<file path="config.mk">
export PLATFORM = sky130hd
export DESIGN_NAME = ifetch_unit
export DESIGN_NICKNAME = d
export VERILOG_FILES = /design/src/rtl/ifetch_unit.sv
export SDC_FILE = /design/constraint.sdc
export NUM_CORES = 1
export LEC_CHECK = 0
export BUFFER_PORTS_ARGS = -buffer_cell sky130_fd_sc_hd__buf_4
export CAP_MARGIN = 20
export CORE_MARGIN = 5
export CORE_UTILIZATION = 31
export CTS_BUF_LIST = sky130_fd_sc_hd__clkbuf_2
export DETAILED_ROUTE_END_ITERATION = 10
export SKIP_CTS_REPAIR_TIMING = 1
export SYNTH_ARGS = -nofsm -noshare
export SYNTH_HDL_FRONTEND = slang
export SYNTH_SLANG_ARGS = --single-unit
</file>
<file path="constraint.sdc">
create_clock -name clk -period 3.5 [get_ports clk]
set_input_delay 0 -clock clk [delete_from_list [all_inputs] [get_ports clk]]
set_output_delay 0 -clock clk [all_outputs]
set_load 0.02 [all_outputs]
</file>
<file path="src/rtl/ifetch_unit.sv">
// ifetch_unit: in-order instruction fetch with credit-limited memory requests,
// a registered instruction FIFO feeding decode, and redirect flush that drains
// stale in-flight responses.
// Optional performance counters are enabled by defining IFETCH_PERF_EN.
module ifetch_unit #(
  parameter int unsigned     XLEN     = 32,
  parameter logic [XLEN-1:0] RESET_PC = '0,
  parameter int unsigned     DEPTH    = 2
) (
  input  logic            clk,
  input  logic            rst,
  output logic            imem_req_valid,
  input  logic            imem_req_ready,
  output logic [XLEN-1:0] imem_req_addr,
  input  logic            imem_rsp_valid,
  input  logic [XLEN-1:0] imem_rsp_data,
  input  logic            redirect_valid,
  input  logic [XLEN-1:0] redirect_pc,
  output logic            inst_valid,
  input  logic            inst_ready,
  output logic [XLEN-1:0] inst_data,
  output logic [XLEN-1:0] inst_pc,
  output logic [6:0]      opcode
`ifdef IFETCH_PERF_EN
  ,
  output logic [31:0]     perf_fetch_cnt,
  output logic [31:0]     perf_stall_cnt,
  output logic [31:0]     perf_flush_cnt
`endif
);

  localparam int unsigned AW = (DEPTH > 1) ? $clog2(DEPTH) : 1;
  localparam int unsigned CW = $clog2(DEPTH + 1);

  typedef enum logic [1:0] {
    BOOT  = 2'd0,
    FETCH = 2'd1,
    DRAIN = 2'd2
  } state_e;

  state_e          state_q, state_d;
  logic [XLEN-1:0] pc_q, pc_d;
  logic [CW-1:0]   inflight_q, inflight_d;
  logic [CW-1:0]   drop_q, drop_d;
  logic [CW-1:0]   fifo_cnt_q, fifo_cnt_d;
  logic [AW-1:0]   rd_ptr_q, rd_ptr_d;
  logic [AW-1:0]   wr_ptr_q, wr_ptr_d;
  logic [AW-1:0]   tag_rd_q, tag_rd_d;
  logic [AW-1:0]   tag_wr_q, tag_wr_d;
  logic [XLEN-1:0] fifo_data_q [DEPTH];
  logic [XLEN-1:0] fifo_pc_q   [DEPTH];
  logic [XLEN-1:0] tag_q       [DEPTH];

  logic          req_hs;
  logic          rsp_live;
  logic          redir;
  logic          push;
  logic          pop;
  logic [CW-1:0] inflight_upd;
  logic          unused_pc_lsbs;

  // Low redirect address bits are forced to zero, so they are never consumed.
  assign unused_pc_lsbs = ^redirect_pc[1:0];

  // Request credit: only issue while buffered plus outstanding stays below DEPTH.
  always_comb begin
    imem_req_valid = (state_q == FETCH) &&
                     ((32'(inflight_q) + 32'(fifo_cnt_q)) < DEPTH);
  end

  assign imem_req_addr = pc_q;
  assign inst_valid    = (fifo_cnt_q != '0);
  assign inst_data     = fifo_data_q[rd_ptr_q];
  assign inst_pc       = fifo_pc_q[rd_ptr_q];
  assign opcode        = inst_data[6:0];

  // Next-state logic: fetch bookkeeping, drain counting, redirect override.
  always_comb begin
    state_d    = state_q;
    pc_d       = pc_q;
    inflight_d = inflight_q;
    drop_d     = drop_q;
    tag_rd_d   = tag_rd_q;
    tag_wr_d   = tag_wr_q;
    push       = 1'b0;
    pop        = inst_valid & inst_ready;
    req_hs     = imem_req_valid & imem_req_ready;
    rsp_live   = (state_q == FETCH) && imem_rsp_valid && (inflight_q != '0);
    redir      = redirect_valid && (state_q != BOOT);
    inflight_upd = inflight_q + CW'(req_hs) - CW'(rsp_live);

    unique case (state_q)
      BOOT: state_d = FETCH;
      FETCH: begin
        if (req_hs) begin
          pc_d     = pc_q + XLEN'(4);
          tag_wr_d = tag_wr_q + AW'(1);
        end
        if (rsp_live) begin
          push     = 1'b1;
          tag_rd_d = tag_rd_q + AW'(1);
        end
        inflight_d = inflight_upd;
      end
      DRAIN: begin
        if (imem_rsp_valid && (drop_q != '0)) drop_d = drop_q - CW'(1);
        if (drop_d == '0) state_d = FETCH;
      end
      default: state_d = BOOT;
    endcase

    if (redir) begin
      pc_d       = {redirect_pc[XLEN-1:2], 2'b00};
      push       = 1'b0;
      pop        = 1'b0;
      inflight_d = '0;
      tag_rd_d   = '0;
      tag_wr_d   = '0;
      if (state_q == FETCH) drop_d = inflight_upd;
      state_d    = (drop_d != '0) ? DRAIN : FETCH;
    end

    fifo_cnt_d = redir ? '0 : (fifo_cnt_q + CW'(push) - CW'(pop));
    rd_ptr_d   = redir ? '0 : (rd_ptr_q + AW'(pop));
    wr_ptr_d   = redir ? '0 : (wr_ptr_q + AW'(push));
  end

  // Control state register.
  always_ff @(posedge clk) begin
    if (rst) begin
      state_q    <= BOOT;
      pc_q       <= RESET_PC;
      inflight_q <= '0;
      drop_q     <= '0;
      fifo_cnt_q <= '0;
      rd_ptr_q   <= '0;
      wr_ptr_q   <= '0;
      tag_rd_q   <= '0;
      tag_wr_q   <= '0;
    end else begin
      state_q    <= state_d;
      pc_q       <= pc_d;
      inflight_q <= inflight_d;
      drop_q     <= drop_d;
      fifo_cnt_q <= fifo_cnt_d;
      rd_ptr_q   <= rd_ptr_d;
      wr_ptr_q   <= wr_ptr_d;
      tag_rd_q   <= tag_rd_d;
      tag_wr_q   <= tag_wr_d;
    end
  end

  // Instruction FIFO storage and per-request address tags.
  always_ff @(posedge clk) begin
    if (rst) begin
      for (int unsigned i = 0; i < DEPTH; i++) begin
        fifo_data_q[AW'(i)] <= '0;
        fifo_pc_q[AW'(i)]   <= '0;
        tag_q[AW'(i)]       <= '0;
      end
    end else begin
      if (push) begin
        fifo_data_q[wr_ptr_q] <= imem_rsp_data;
        fifo_pc_q[wr_ptr_q]   <= tag_q[tag_rd_q];
      end
      if (req_hs) tag_q[tag_wr_q] <= pc_q;
    end
  end

  // A response arriving while the FIFO is full and not draining is a protocol error.
  a_no_overflow: assert property (@(posedge clk) disable iff (rst)
    !((state_q == FETCH) && imem_rsp_valid && (fifo_cnt_q == CW'(DEPTH)) && !pop && !redir));

`ifdef IFETCH_PERF_EN
  logic [31:0] perf_fetch_q, perf_stall_q, perf_flush_q;

  // Saturating performance counters.
  always_ff @(posedge clk) begin
    if (rst) begin
      perf_fetch_q <= '0;
      perf_stall_q <= '0;
      perf_flush_q <= '0;
    end else begin
      if (req_hs && (perf_fetch_q != '1)) perf_fetch_q <= perf_fetch_q + 32'd1;
      if ((state_q != BOOT) && !inst_valid && (perf_stall_q != '1))
        perf_stall_q <= perf_stall_q + 32'd1;
      if (redir && (perf_flush_q != '1)) perf_flush_q <= perf_flush_q + 32'd1;
    end
  end

  assign perf_fetch_cnt = perf_fetch_q;
  assign perf_stall_cnt = perf_stall_q;
  assign perf_flush_cnt = perf_flush_q;
`endif

endmodule

</file>
## Word-level counts from Yosys, hierarchy flattened

Memory sizes are Yosys's and may differ from the RTL's. A register that Yosys moved wholly into a read port is not among the register bits.
Index checks and enable logic that the tools add are counted.

| storage, ports and cells | value |
|---|---|
| register bits after elaboration | 44 |
| bits in writable memories | 192 |
| input port bits | 70 |
| output and inout bits | 105 |
| logic and storage cells | 91 |
| memories kept | 3 |

Memory list:

| memory | depth | width | rd ports | clocked after memory_dff | wr ports | line | text |
|---|---|---|---|---|---|---|---|
| fifo_data_q | 2 | 32 | 1 | 1 | 2 | 50 | `logic [XLEN-1:0] fifo_data_q [DEPTH];` |
| fifo_pc_q | 2 | 32 | 1 | 1 | 2 | 51 | `logic [XLEN-1:0] fifo_pc_q [DEPTH];` |
| tag_q | 2 | 32 | 1 | 1 | 2 | 52 | `logic [XLEN-1:0] tag_q [DEPTH];` |

| cells by class | value |
|---|---|
| $add $sub $neg | 11 |
| $lt $le $gt $ge | 1 |
| eq/ne operators | 4 |
| multiplexer cells | 38 |
| bitwise logic cells | 2 |
| reduce and logical (&&, ||, !) cells | 22 |

Operators with widths:

| kind | count |
|---|---|
| $mux 32 | 6 |
| $reduce_or 32->1 | 3 |
| $add 32x3->32 const B | 1 |
| $mux 1 | 22 |
| $mux 2 | 9 |
| $reduce_bool 2->1 | 7 |
| $reduce_and 2->1 | 4 |
| $pmux 2 s3 | 1 |
| $logic_and 1x1->1 | 5 |
| $add 2x1->2 | 2 |
| $logic_not 2->1 | 2 |
| $sub 2x1->2 | 2 |
| $add 2x2->3 | 1 |
| $lt 3x2->1 const B | 1 |
| $ne 3x3->1 const B | 1 |
| $add 1x1->1 | 2 |
| $add 1x1->1 const B | 2 |
| $and 1x1->1 | 2 |
| $eq 2x1->1 const B | 1 |
| $eq 2x2->1 const B | 1 |
| $ne 2x2->1 const B | 1 |
| $reduce_or 2->1 | 1 |
| $sub 2x1->2 const B | 1 |

## Longest topological paths before layout

| depth | value |
|---|---|
| depth after elaboration | 11 |
| gate-level depth with buffers | 15 |
| mapped depth without buffers | 13 |

## Worst setup path after synthesis

Ideal clock, no wire load.

| timing path | value |
|---|---|
| kind | reg-to-reg |
| start | register fifo_cnt_q[0] |
| end | memory tag_q[0][10] (enable) |
| setup time | 423 ps |
| arrival | 3173 ps |
| required time | 3077 ps |
| path slack | -96 ps |
| stages on the path, launching flop included | 9 |
| buffers on the path | 2 |
| clock period less this slack | 3596 ps |
| cells stage by stage | dfxtp_1 and2_1 fa_1 nor3b_2 and2_1 buf_6 inv_4 buf_6 o21bai_1 |

RTL lines:

| what | line | text |
|---|---|---|
| from (decl) | 45 | `logic [CW-1:0] fifo_cnt_q, fifo_cnt_d;` |
| from (signal assigned) | 145 | `fifo_cnt_q <= fifo_cnt_d;` |
| to (decl) | 52 |  |

## Worst setup path in the final report

| timing path | value |
|---|---|
| start | register inflight_q[0] |
| end | register state_q[1] |

| on the way | value |
|---|---|
| cells in the longest elaborated chain, start to end | 11 |
| elaborated cells on any way between the ends | 13 |
| those cells by class | add/sub (3); order compare (1); mux (4); bitwise (1); reduce/logical (4) |

RTL lines:

| what | line | text |
|---|---|---|
| from (decl) | 43 | `logic [CW-1:0] inflight_q, inflight_d;` |
| from (signal assigned) | 143 | `inflight_q <= inflight_d;` |
| $add 2x2->3 | 68 | `((32'(inflight_q) + 32'(fifo_cnt_q)) < DEPTH);` |
| $lt 3x2->1 | 68 |  |
| $logic_and 1x1->1 | 67 | `imem_req_valid = (state_q == FETCH) &&` |
| $and 1x1->1 | 87 | `req_hs = imem_req_valid & imem_req_ready;` |
| $add 2x1->2 | 90 | `inflight_upd = inflight_q + CW'(req_hs) - CW'(rsp_live);` |
| $sub 2x1->2 (*) | 90 |  |
| via inflight_upd[0] | 59 | `logic [CW-1:0] inflight_upd;` |
| $mux 2 (*) | 119 | `if (state_q == FETCH) drop_d = inflight_upd;` |
| $mux 2 (*) | 112 | `if (redir) begin` |
| $reduce_bool 2->1 (*) | 120 | `state_d = (drop_d != '0) ? DRAIN : FETCH;` |
| $mux 2 (*) | 120 |  |
| $mux 2 (*) | 112 |  |
| to (signal assigned) | 141 | `state_q <= state_d;` |
| to (decl) | 41 | `state_e state_q, state_d;` |

The timed path passes the listed nets; every way through them passes the cells marked *. The select of a mux whose other input is x is not followed.
A chain may end at the register's enable or synchronous reset.

==> out/metrics.cfg <==
[status]
status=complete, no violations

[worst_setup_path]
crit_family=simple AND/OR/NAND/NOR gates
slowest_stage=or4_1
path_max_fanout=4
reg2reg_depth=12
max_stage_delay_ns=0.57
timing.rr.end=state_q[1]
worst-setup-path-type=reg2reg
worstPathArrival_ns=3.91
start_kind=register
crit_chain=and2_1 -> fa_1 -> nor3b_2 -> and2_1 -> inv_4 -> ha_1 -> inv_1 -> ha_1 -> a211oi_1 -> a21oi_1 -> or4_1 -> and3_1
ff2ff_setup_slack_ns=0.27
end_kind=register
crit_required_ns=4.18
r2r-start=inflight_q[0]
critPathBufInv=2

[synthesis]
synthFlopType=edfxtp_1
yosysTopAreaCellShare_pct=52.8
ys_seq_elements=227
synthTopCellsByArea=edfxtp_1 53%, dfxtp_1 8.2%, mux2_2 6.9%, and2_1 5.6%, nor2_1 3.6%
synth_cells=842
avgSynthCellArea_um2=12.4
async_flop_share_pct=0
seq_area_frac_synth_pct=61.0
synth-edff-count=184
yosysWarnings=0
yosysTopAreaCell=edfxtp_1
synth.distinct_cells=65
netlist_area_mm2=0.0105

[global_route]
grt_pass1_wl_um=41500
grt_overflow_total=0
grt_start_max_net_pins=50
grt_use_total_pct=13.7
grt_pass1_vias=7230
gr-max-usage-layer=met2
grt_use_met3_pct=3.01
antenna_found_initial=1
grtUsageMet2_pct=23.0
grt_use_met1_pct=17.7

[route]
drc=0
vias_per_cell=4.63
dr.pass1.iters=5
drt_iter0_markers=486
drt.antenna.violating_nets=0
routed_wirelength_um=28400
vias=7733
avgRoutedWirePerCell_um=17.0

[power]
p_leak_nw=5.67
p_int_mw=4.12
powerDensity_mw_per_mm2=398
sw_frac_of_total_pct=27.5
ir_worst_vdd_mv=0.164
combPwrFrac_pct=14.2
power_switching_mw=1.56
total_power_mw=5.68
seq_power_share_pct=55.9
clkPwrFrac_pct=29.9

[cells_and_area]
area_delta_synth_final_pct=36.0
layout_commonest_cell=edfxtp_1
num-nets-final=1258
drive_above_1_share_pct=30.4
layout_common_cells=184 x edfxtp_1, 183 x buf_4, 155 x dlygate4sd3_1, 100 x nor2_1, 93 x and2_1

[die]
die-area_mm2=0.0376
die_w_um=194
rows=67
dieHeight_um=194
initial_core_util_pct=31.3
core_mm2=0.0334
ioPinCount=175

[placed_design]
place.gp.congestion=0.821
io_buffers=168
place_hpwl_um=17800

[timing]
period_share_pct=92.4
hold_ws_ns=0.0602
finalSetupTns_ns=0
worst_pin_slew_ns=1.00
hold_viol=0
fmax_mhz=309
skew_ns=0.0954
slew_headroom_pct=33.0
fin_crit_ns=3.23
setup_viol=0
rsz0062_at_grt=no
slew_viol_final=0

[hold_path]
hold_depth=6
min_to=tag_wr_q
hold_path.class=in2reg
hp-start=imem_req_ready

[cts]
path_clk_slew_ns=0.10
htreeDepth=2
insertion_delay_ns=0.85
cts_root_buffer=clkbuf_2
cts_tree=built
clockBufferDepth=3
cts.sinks=227
cts_inserted_buffers=56

[job]
drv_cap=0

## worst max-delay path by stage
stage | cells after the start | slack [ns] | startpoint | end
after floorplan | 14 | 0.12 | fifo_cnt_q[0] | state_q[1]
after global placement | 12 | 0.34 | inflight_q[0] | state_q[1]
after detailed placement | 12 | 0.31 | inflight_q[0] | state_q[1]
after CTS | 12 | 0.27 | inflight_q[0] | state_q[1]
after global routing | 12 | 0.07 | inflight_q[0] | state_q[1]
final | 12 | 0.27 | inflight_q[0] | state_q[1]
## power groups by stage
stage | Sequential, mW | Clock, mW | Combinational, mW
2_1_floorplan | 3.22 | 0 | 0.341
3_3_place_gp | 3.22 | 0 | 0.649
3_5_place_dp | 3.23 | 0 | 0.651
4_1_cts | 3.17 | 1.76 | 0.654
5_1_grt | 3.19 | 1.90 | 0.869
6_report | 3.17 | 1.70 | 0.806
## Yosys cell counts, types with 2 or more instances
library cell and number:
a211oi_2 2, a21oi_1 11, and3_1 37, a211oi_1 14, a221oi_1 2, o21ai_0 8, xnor2_1 17, nand2b_1 5
buf_6 3, nor3_2 4, a31oi_1 3, nor2b_1 4, and4_4 3, nor3_1 10, a22oi_1 2, buf_4 12
ha_1 6, nor4_1 6, nand3_1 13, nor2_1 101, xor2_1 10, mux2_2 64, dfxtp_1 43, a311oi_1 6
inv_1 8, or2_2 3, or4_1 3, o211ai_1 2, nand4_1 7, or3_1 7, o311ai_0 4, buf_1 9
nor3b_1 2, mux2i_1 31, and2_2 3, clkbuf_1 38, nand2_1 33, o21a_1 2, edfxtp_1 184, o21ai_1 2
and2_1 93, or2_1 2
## cells by family after synthesis
| group | synth area share (%) |
|---|---|
| and+or+nand+nor | 18.1 |
| DFF | 61.0 |
| muxes | 9.84 |
| buffers and inverters | 3.39 |
| AOI/OAI and AO/OA | 4.49 |
| xor gates and xnor gates | 2.26 |
| adders and majority gates | 0.908 |
| other | 0.0358 |
## routing by layer
metal,vias up,share of wire [%]
met2,205,50
met3,43,4.5
met4,0,2.1
met1,3741,43
li1,3744,-
met5,-,0
## tightest hold or removal path, stage by stage
cell,delay (ns)
buf_4,0.11
nor3b_2,0.15
and2_1,0.17
buf_4,0.19
xnor2_1,0.14
nor2_1,0.04
## per-stage QoR
stage	setup slack, ns	instances	instance area [um^2]	util [%]
after floorplan	0.119	845	10500	-
after global placement	0.338	1416	12200	36.5
after detailed placement	0.307	1416	12200	36.5
after CTS	0.274	1515	12700	38.0
after global routing	0.0705	1671	14200	42.6
final	0.266	1671	14200	42.6
## flip-flops by register name, summed over array words and instances, names as in the netlist, named ones only
signal         count
tag_rd_q           1
tag_q             60
wr_ptr_q           1
fifo_pc_q         60
fifo_cnt_q         2
rd_ptr_q           1
imem_req_addr     30
inflight_q         2
tag_wr_q           1
state_q            2
fifo_data_q       64
drop_q             2
## cell type report
class	instances	area, um^2
Fill cell	3111	19200
Sequential cell	227	6390
Multi-Input combinational cell	545	3760
Timing Repair Buffer	342	3010
Tap cell	448	561
Clock buffer	90	450
Clock inverter	9	41.3
Inverter	9	36.3
Antenna cell	1	2.50
No activity file was read; power rests on OpenSTA's default activity.
